--- config.mk ---
export PLATFORM = sky130hd
export DESIGN_NAME = mlsdot_update_sched
export DESIGN_NICKNAME = d
export VERILOG_FILES = /design/src/rtl/mlsdot_update_sched.sv
export SDC_FILE = /design/constraint.sdc
export NUM_CORES = 1
export LEC_CHECK = 0
export CAP_MARGIN = 20
export CORE_MARGIN = 2
export CORE_UTILIZATION = 51
export CTS_CLUSTER_SIZE = 14
export DETAILED_ROUTE_END_ITERATION = 8
export DONT_BUFFER_PORTS = 1
export PLACE_DENSITY = 0.66
export SLEW_MARGIN = 20
export SYNTH_ARGS = -nofsm -noshare
export SYNTH_HDL_FRONTEND = slang
export SYNTH_SLANG_ARGS = --single-unit
--- constraint.sdc ---
create_clock -name clk_i -period 4.2 [get_ports clk_i]
set_input_delay 0.84 -clock clk_i [delete_from_list [all_inputs] [get_ports clk_i]]
set_output_delay 0.84 -clock clk_i [all_outputs]
set_load 0.02 [all_outputs]
--- src/rtl/mlsdot_update_sched.sv ---
// Programmed-loop sequencer for the MAC&LOAD address-update requests:
// per iteration it issues wpa weight-buffer updates, then one activation-buffer update.
module mlsdot_update_sched #(
   parameter int unsigned ITER_W = 16,
   parameter int unsigned WPA_W  = 8
) (
   input  logic              clk_i,
   input  logic              rstn_i,
   input  logic              start_i,
   input  logic              abort_i,
   input  logic              stall_i,
   input  logic [ITER_W-1:0] cfg_iters_i,
   input  logic [WPA_W-1:0]  cfg_wpa_i,
   output logic              update_a_o,
   output logic              update_w_o,
   output logic              busy_o,
   output logic              done_o,
   output logic [ITER_W-1:0] iter_cnt_o
);

   typedef enum logic [1:0] {
      ST_IDLE    = 2'd0,
      ST_ISSUE_W = 2'd1,
      ST_ISSUE_A = 2'd2,
      ST_DONE    = 2'd3
   } state_e;

   state_e            state_q, state_d;
   logic [ITER_W-1:0] iters_q, iters_d;
   logic [ITER_W-1:0] iter_cnt_q, iter_cnt_d;
   logic [WPA_W-1:0]  wpa_q, wpa_d;
   logic [WPA_W-1:0]  w_cnt_q, w_cnt_d;
   logic              busy_q, busy_d;
   logic              done_q, done_d;
   logic [ITER_W-1:0] iter_nxt;
   logic [WPA_W-1:0]  w_nxt;

   assign iter_nxt = iter_cnt_q + ITER_W'(1);
   assign w_nxt    = w_cnt_q + WPA_W'(1);

   // Next-state, counter and config-latch logic; abort overrides everything below reset
   always_comb begin
      state_d    = state_q;
      iters_d    = iters_q;
      wpa_d      = wpa_q;
      w_cnt_d    = w_cnt_q;
      iter_cnt_d = iter_cnt_q;

      case (state_q)
         ST_IDLE: begin
            if (start_i) begin
               iters_d    = cfg_iters_i;
               wpa_d      = cfg_wpa_i;
               w_cnt_d    = '0;
               iter_cnt_d = '0;
               if (cfg_iters_i == '0) begin
                  state_d = ST_DONE;
               end else if (cfg_wpa_i == '0) begin
                  state_d = ST_ISSUE_A;
               end else begin
                  state_d = ST_ISSUE_W;
               end
            end
         end
         ST_ISSUE_W: begin
            if (!stall_i) begin
               if (w_nxt == wpa_q) begin
                  w_cnt_d = '0;
                  state_d = ST_ISSUE_A;
               end else begin
                  w_cnt_d = w_nxt;
               end
            end
         end
         ST_ISSUE_A: begin
            if (!stall_i) begin
               iter_cnt_d = iter_nxt;
               if (iter_nxt == iters_q) begin
                  state_d = ST_DONE;
               end else if (wpa_q == '0) begin
                  state_d = ST_ISSUE_A;
               end else begin
                  state_d = ST_ISSUE_W;
               end
            end
         end
         ST_DONE: begin
            state_d = ST_IDLE;
         end
         default: begin
            state_d = ST_IDLE;
         end
      endcase

      if (abort_i) begin
         state_d    = ST_IDLE;
         w_cnt_d    = '0;
         iter_cnt_d = iter_cnt_q;
         iters_d    = iters_q;
         wpa_d      = wpa_q;
      end

      busy_d = (state_d == ST_ISSUE_W) || (state_d == ST_ISSUE_A);
      done_d = (state_d == ST_DONE);
   end

   always_ff @(posedge clk_i) begin
      if (!rstn_i) begin
         state_q    <= ST_IDLE;
         iters_q    <= '0;
         wpa_q      <= '0;
         w_cnt_q    <= '0;
         iter_cnt_q <= '0;
         busy_q     <= 1'b0;
         done_q     <= 1'b0;
      end else begin
         state_q    <= state_d;
         iters_q    <= iters_d;
         wpa_q      <= wpa_d;
         w_cnt_q    <= w_cnt_d;
         iter_cnt_q <= iter_cnt_d;
         busy_q     <= busy_d;
         done_q     <= done_d;
      end
   end

   // Requests are decoded from state so a stall cycle produces no pulse and loses nothing
   assign update_w_o = (state_q == ST_ISSUE_W) && !stall_i && !abort_i;
   assign update_a_o = (state_q == ST_ISSUE_A) && !stall_i && !abort_i;
   assign busy_o     = busy_q;
   assign done_o     = done_q;
   assign iter_cnt_o = iter_cnt_q;

endmodule

Word level (Yosys, flattened, before mapping)
Index checks and enable logic that the tools add are counted.
- muxes and demuxes: 17
- bitwise operators: 2
- reductions and logical operators: 17
- eq/ne operators: 11
- $add $sub $neg: 2
- operator list (operator ; count):
    16-bit two-way mux ; 2
    16-bit one-hot mux with 2 select lines ; 1
    8-bit two-way mux ; 3
    2-bit two-way mux ; 9
    16-bit by 1-bit adder with 16-bit output, second input constant ; 1
    16-bit equality test ; 1
    16-bit logical NOT ; 1
    8-bit logical NOT ; 2
    8-bit one-hot mux with 2 select lines ; 1
    8-bit by 1-bit adder with 8-bit output, second input constant ; 1
    2-bit equality test, second input constant ; 4
    8-bit equality test ; 1
    2-bit one-hot mux with 4 select lines ; 1
    2-bit inequality test, second input constant ; 3
    3-bit AND reduction ; 2
    2-bit by 1-bit equality test with 1-bit output, second input constant ; 2
    1-bit logical AND ; 4
    4-bit AND reduction ; 1
    2-bit nonzero test ; 2
    1-bit logical NOT ; 2
    2-bit logical NOT ; 1
    1-bit NOT ; 2
    2-bit OR reduction ; 1
    1-bit logical OR ; 1
- bits of input ports: 29
- logic and storage cells: 56
- output and inout bits: 20
- bits in registers: 52

Logic depth before layout (Yosys ltp)
- depth after elaboration: 8
- depth in mapped cells: 11
- depth with buffers taken out: 10

Worst setup path after synthesis
Ideal clock, no wire load.
- path type: reg2reg
- start: register iter_cnt_q[1], in the netlist iter_cnt_o[1]
- end: register busy_q, in the netlist busy_o
- clock period less this slack: 2.712 ns
- path slack: 1.488 ns
- cell stages (with the launch flop): 12
- required time: 4.085 ns
- library setup time: 0.115 ns
- buffers on the path: 1
- arrival time: 2.597 ns
- cell sequence: dfxtp_1 ha_1 buf_2 nand3_1 nor4_2 xnor2_1 nor4_2 nand3_1 a221oi_2 and2_2 ha_1 and2_1
- longest elaborated chain between the ends: 8
- elaborated cells between the ends (all ways): 9
- classes of those cells: add/sub (1); eq/ne (3); mux (4); reduce/logical (1)
- RTL lines (element ; line ; source):
    start, declared ; 30 ; logic [ITER_W-1:0] iter_cnt_q, iter_cnt_d;
    start signal, assigned ; 121 ; iter_cnt_q <= iter_cnt_d;
    16-bit by 1-bit adder with 16-bit output * ; 38 ; assign iter_nxt = iter_cnt_q + ITER_W'(1);
    16-bit equality test * ; 78 ; if (iter_nxt == iters_q) begin
    2-bit two-way mux * ; 78 ;
    2-bit two-way mux * ; 76 ; if (!stall_i) begin
    2-bit one-hot mux with 4 select lines * ; 49 ; case (state_q)
    2-bit two-way mux * ; 95 ; if (abort_i) begin
    net state_d[1] ; 28 ; state_e state_q, state_d;
    2-bit by 1-bit equality test with 1-bit output or 2-bit equality test (tied branches) ; 103 ; busy_d = (state_d == ST_ISSUE_W) || (state_d == ST_ISSUE_A);
    1-bit logical OR * ; 103 ;
    net busy_d ; 33 ; logic busy_q, busy_d;
    end signal, assigned ; 122 ; busy_q <= busy_d;
    end, declared ; 33 ;
Mark *: on every way through the listed nets, which the timed path passes. The rest lies on a longest branch.
A chain may end at the register's enable or synchronous reset.

Worst setup path after layout
- start: register iter_cnt_q[0], in the netlist iter_cnt_o[0]
- end: register busy_q, in the netlist busy_o
Same word-level chain as after synthesis.

==> impl_metrics.toml <==
[power]
peakVddDrop_mv = 0.168
p_per_area_nw_per_um2 = 262
power.leakage_uw = 0.00114

[setup_path]
crit_chain = "ha_1 -> nand3_1 -> nor4_2 -> xnor2_1 -> nor4_2 -> nand3_1 -> a221oi_2 -> and2_2 -> ha_1 -> and2_1"
end_kind = "flop"
critPathArrivalTime_ns = 3.43
critPathMaxStageDelay_ns = 0.62
path_class = "reg -> reg"
reg2reg_slack_ns = 0.98
start_kind = "flop"
worstPathRequired_ns = 4.41
slowest_stage = "dfxtp_1"
path_max_fanout = 9

[sta]
drv_slew = 0
worstMarginPinSlew_ns = 0.618
period_share = 0.767
fin_crit_ns = 3.22
rsz0062_at_grt = "no"
finalWorstSetupSlack_ns = 0.977
fin_worst_skew_ns = 0.0104
setup_viol = 0
hold_violations = 0
max_freq_mhz = 310
slew_headroom = 0.588
tns_ns = 0

[synth]
syn-cell-area_um2 = 3290
synthCells = 422
synth_ff_type = "dfxtp_1"
synth_cell_types = 59
syn-num-nets = 454
ys_seq_area_frac = 0.317
synth_top_area_cell = "dfxtp_1"
synth_edf_count = 0
avgSynthCellArea_um2 = 7.79
ys_ff_latch = 52
synth-async-reset-ratio = 0
synth_top_cells_by_area = "dfxtp_1 32%, nand2_1 7.9%, a21boi_0 6.4%"
yosys_warnings = 0
yosysTopAreaCellShare = 0.317

[grt]
grt_pass1_vias = 2635
grt_first_pass_wirelength_mm = 13.3
grt_max_degree = 47
overflow = 0
grt_use_total = 0.228
antenna_found_initial = 0

[place]
port_buffers = 0
pre_cts_ws_ns = 1.02
placed_area_um2 = 3270
place.gp.congestion = 0.860
placed_cells = 471
dpl.hpwl_mm = 5.95

[die]
row_count = 29
core_um2 = 6280
num_io_pins = 49
die_width_um = 84.3
dieArea_um2 = 7100
initial_utilization = 0.524
dieHeight_um = 84.3

[finish]
finalInstanceArea_um2 = 3350
layoutNonFillerInstCount = 478
fin_util = 0.534
n_antenna_cell = 0
fin_nets = 433
layout-drive-gt1-share = 0.0698
fill_cells = 618
area_delta_synth_final_pct = 2.02
multiInputGateArea_um2 = 2090
ff_latch_area_um2 = 1040

[run_status]
status = "complete, no violations"

[clock_tree]
cts_tree = "done"
post_cts_buffers = 0
clock-sinks = 52
cts_resized = 0
cts_hold_buf = 0
clk_latency_ns = 0.30
clk_pin_slew_worst_paths_ns = 0.10
cts_root_buffer = "clkbuf_8"
clockBufferDepth = 2
h-tree-depth = 2
cts_made_buffers = 5

[run]
max_cap_violations = 0

[detailed_routing]
finalWirelength_mm = 8.02
routed_via_density = 6.18
postRouteAntennaNets = 0
drc = 0
vias = 2955
drt_iter0_drc = 330
wl_per_cell_um = 16.8
drtPass1Iterations = 4

[min_path]
hold_path_class = "reg -> reg"
## registers in the layout, summed over array words and instances (netlist names)
name and count:
busy_o 1, done_o 1, iter_cnt_o 16, iters_q 16
state_q 2, w_cnt_q 8, wpa_q 8
## worst max-delay path: cells and delay by family, from the launching register on
family          cells  cell delay (ns)
simple gates        6             1.43
compound gates      1             0.31
flops               1             0.62
fa+ha+maj           2             0.63
xor+xnor            1             0.12
## worst paths after layout
path                                            startpoint                       end  cells after the start
worst max-delay path            iter_cnt_o[0]$_SDFFE_PN0P_         busy_o$_SDFF_PN0_                     10
worst min-delay path              iters_q[12]$_SDFFE_PN0P_  iters_q[12]$_SDFFE_PN0P_                      2
worst max register to register  iter_cnt_o[0]$_SDFFE_PN0P_         busy_o$_SDFF_PN0_                     10
worst min register to register    iters_q[12]$_SDFFE_PN0P_  iters_q[12]$_SDFFE_PN0P_                      2
## kinds of logic after synthesis
group / after synthesis / synth area share
XOR/XNOR: 28 / 0.0815
AND/OR/NAND/NOR: 201 / 0.331
buffers and inverters: 37 / 0.0495
flip-flops: 52 / 0.317
adder cells (fa/ha/maj): 3 / 0.0114
AO/OA/AOI/OAI: 99 / 0.204
multiplexers: 2 / 0.00609
## per-stage QoR
step	hold WS, ns	power [µW]
CTS	0.484	888
global route	0.507	918
finish	0.480	877
global placement	0.461	608
detailed placement	0.471	610
floorplan	0.444	596
## where the power goes
group / internal (µW) / switching, µW / leakage (µW)
Clock: 113 / 165 / 0.0000400
Sequential: 505 / 15.2 / 0.000422
Combinational: 35.9 / 42.7 / 0.000682
Total: 654 / 223 / 0.00114
## cell usage after synthesis (all sizes together), types with 3 or more instances
cell,count
nor4,15
xnor2,18
nor3,13
and3,5
nor2b,11
nor3b,3
nand4,12
or3,4
nand2b,4
nand3,18
and2,8
a31oi,7
o21ai,22
and4,6
nor2,21
a22oi,4
a21oi,17
ha,3
a221oi,3
or2,3
buf,11
xor2,9
dfxtp,52
nand2,69
clkbuf,20
inv,5
a21boi,28
o211a,3
## area by class of cell
| cell class | instances | share of cell area |
|---|---|---|
| Multi-Input combinational cell | 333 | 0.623 |
| Clock inverter | 2 | 0.00373 |
| Inverter | 6 | 0.00672 |
| Timing Repair Buffer | 3 | 0.00672 |
| Tap cell | 77 | 0.0287 |
| Sequential cell | 52 | 0.310 |
| Clock buffer | 5 | 0.0205 |
## routing by layer
layer	vias up	global-route usage	routed length (µm)
li1	1470	-	-
met1	1370	0.336	3920
met2	109	0.350	3500
met3	6	0.0482	558
met4	0	0.0367	48
met5	-	0	0
## placed cells by master (no fill, tap or decap), types with 7 or more instances in the layout
master	n
nand4_1	11
nand3_1	18
a21boi_0	28
and2_1	7
nor4_1	11
nand2_1	69
a21oi_1	17
a31oi_1	7
xnor2_1	17
dfxtp_1	52
nor2b_1	11
xor2_1	9
nor3_1	13
o21ai_0	22
nor2_1	21
Note: power is estimated with default switching activity, not from simulation.
==> RTL change, RTL diff (config.mk and constraints unchanged) <==
Change the parameter `WPA_W` from 8 to 10.
--- a/src/rtl/mlsdot_update_sched.sv
+++ b/src/rtl/mlsdot_update_sched.sv
@@ -2,7 +2,7 @@
 // per iteration it issues wpa weight-buffer updates, then one activation-buffer update.
 module mlsdot_update_sched #(
    parameter int unsigned ITER_W = 16,
-   parameter int unsigned WPA_W  = 8
+   parameter int unsigned WPA_W  = 10
 ) (
    input  logic              clk_i,
    input  logic              rstn_i,
Ports: changed (resized cfg_wpa_i); port bits go from 49 to 51. The function was not compared with the original's and may differ.
==> RTL change against the original RTL <==
Cell area grew 11%. First-iteration DRC count fell by 50%. Sequential cell count rose by 4. Power increased by 22%. Clock skew is 3.6 ps higher. Sequential power grew 7.7%. Count of clock-buffer cells in the layout did not move. Synthesized area increased by 9.1%. Routed wire length increased by 2.9%. Setup slack improved by 150 ps. Combinational power grew 21%. Non-clock buffer count unchanged. Sequential share of layout area fell by 0.91 points. Critical path type unchanged. Largest cell class unchanged. Largest power group unchanged.
==> RTL change: results (changes against the original RTL) <==
- Synth Area in Compound Gates: 0.1964 (-0.007213)
- GRT met2 Usage: 0.3974 (+0.04746)
- Global Route met1 Usage: 0.2854 (-0.05099)
- Proportion of layout cells with a drive suffix above 1: 0.06977 (about the same)
- #MultiIn Comb: 360 (+8.1%)
- Arrival time at the worst endpoint: 3280 ps (-150 ps)
- Clock network area share: 0.03465 (+0.01039)
- VDD IR-drop max: 0.1472 mV (-13%)
- GR Util met3: 0.04995 (+0.001772)
- Worst-Margin Slew: 645.9 ps (+28.04 ps)
- Wl on met1: 3680 um (-6.1%)
- HPWL after DPL: 6083 um (+2.3%)
- Largest fanout on the critical path: 8 (-1)
- Number of nets in the layout: 464 (+7.2%)
- Per-cell routed wire length: 15.70 um (-6.5%)
- Highest metal layer with signal wires: met4
- Xor/xnor cell area share of the yosys netlist: 0.08967 (+0.008210)
- Cells after DPL: 519 (+10%)
- Number of synthesized register bits: 56 (+7.7%)
- Multi-input gate area: 2312 um^2 (+11%)
- Filler cell count: 669 (+8.3%)
- Post-Layout Cell Count: 526 (+10%)
- DR WL met3: 360 um (-35%)
- Synth Area in Adders: 0.01047 (-0.0009523)
- Relative area of non-clock buffer cells in the final design: 0.006054 (-0.0006619)
- Syn_nets: 484 (+6.6%)
- Routability congestion estimate from global placement: 0.8879 (+3.3%)
- Top post-synthesis cells by count: nand2_1, dfxtp_1, a21boi_0
- Share of synthesized area occupied by flip-flops and latches: 0.3126 (-0.004080)
- First-pass GRT wire length: 13,920 um (+4.5%)
- Overall routing resource usage: 0.2278 (-0.0005364)
- Number of library cell types mapped by synthesis: 61 (+3.4%)
- Inverters, non-clock: 4 (-2)
- Via count of the first global-routing pass: 2,895 (+9.9%)
- Outcome: complete, no violations
- Initial DRC count: 165 (-50%)
- DP Worst Slack: 1142 ps (+118.0 ps)
- Top cells by area, synth: dfxtp_1, nand2_1, a21boi_0, xnor2_1, xor2_1
- Post-Route Skew: 13.98 ps (+3.590 ps)
- Leakage Power: 1.282 nW (+12%)
- Clock edge transition at the registers on the reported setup and hold paths: 100 ps (about the same)
- Wire length on met2: 4112 um (+18%)
- Floorplan die area: 7718 um^2 (+8.7%)
- Fraction of area in registers: 0.3014 (-0.009068)
- Share of cell area taken by multi-input logic gates: 0.6216 (-0.001538)
- Mean cell area of the mapped netlist: 7.969 um^2 (+2.3%)
- Overall via count from detail_route: 3,028 (+2.5%)
- Share of synthesized area spent on multiplexers: 0.008723 (+0.002632)
RTL change: changes by cell type after synthesis, sizes merged, moves of 5 or more:
cell,unedited run,this run
nor2b,11,16
nor3,13,20
nand2,69,88
nand4,12,7
and2,8,3
RTL change: final timing paths:
path / from / to / slack, ps / depth (start not counted)
worst max-delay path: iter_cnt_o[0]$_SDFFE_PN0P_ / busy_o$_SDFF_PN0_ / 1130 / 10
worst min-delay path: iters_q[2]$_SDFFE_PN0P_ / iters_q[2]$_SDFFE_PN0P_ / 480 / 2
worst max register to register: iter_cnt_o[0]$_SDFFE_PN0P_ / busy_o$_SDFF_PN0_ / 1130 / 10
worst min register to register: iters_q[2]$_SDFFE_PN0P_ / iters_q[2]$_SDFFE_PN0P_ / 480 / 2
RTL change: where the power goes:
group	total [mW]	switching [mW]	internal [mW]
combinational	0.0953	0.0529	0.0424
sequential	0.560	0.0158	0.544
clock	0.413	0.178	0.235
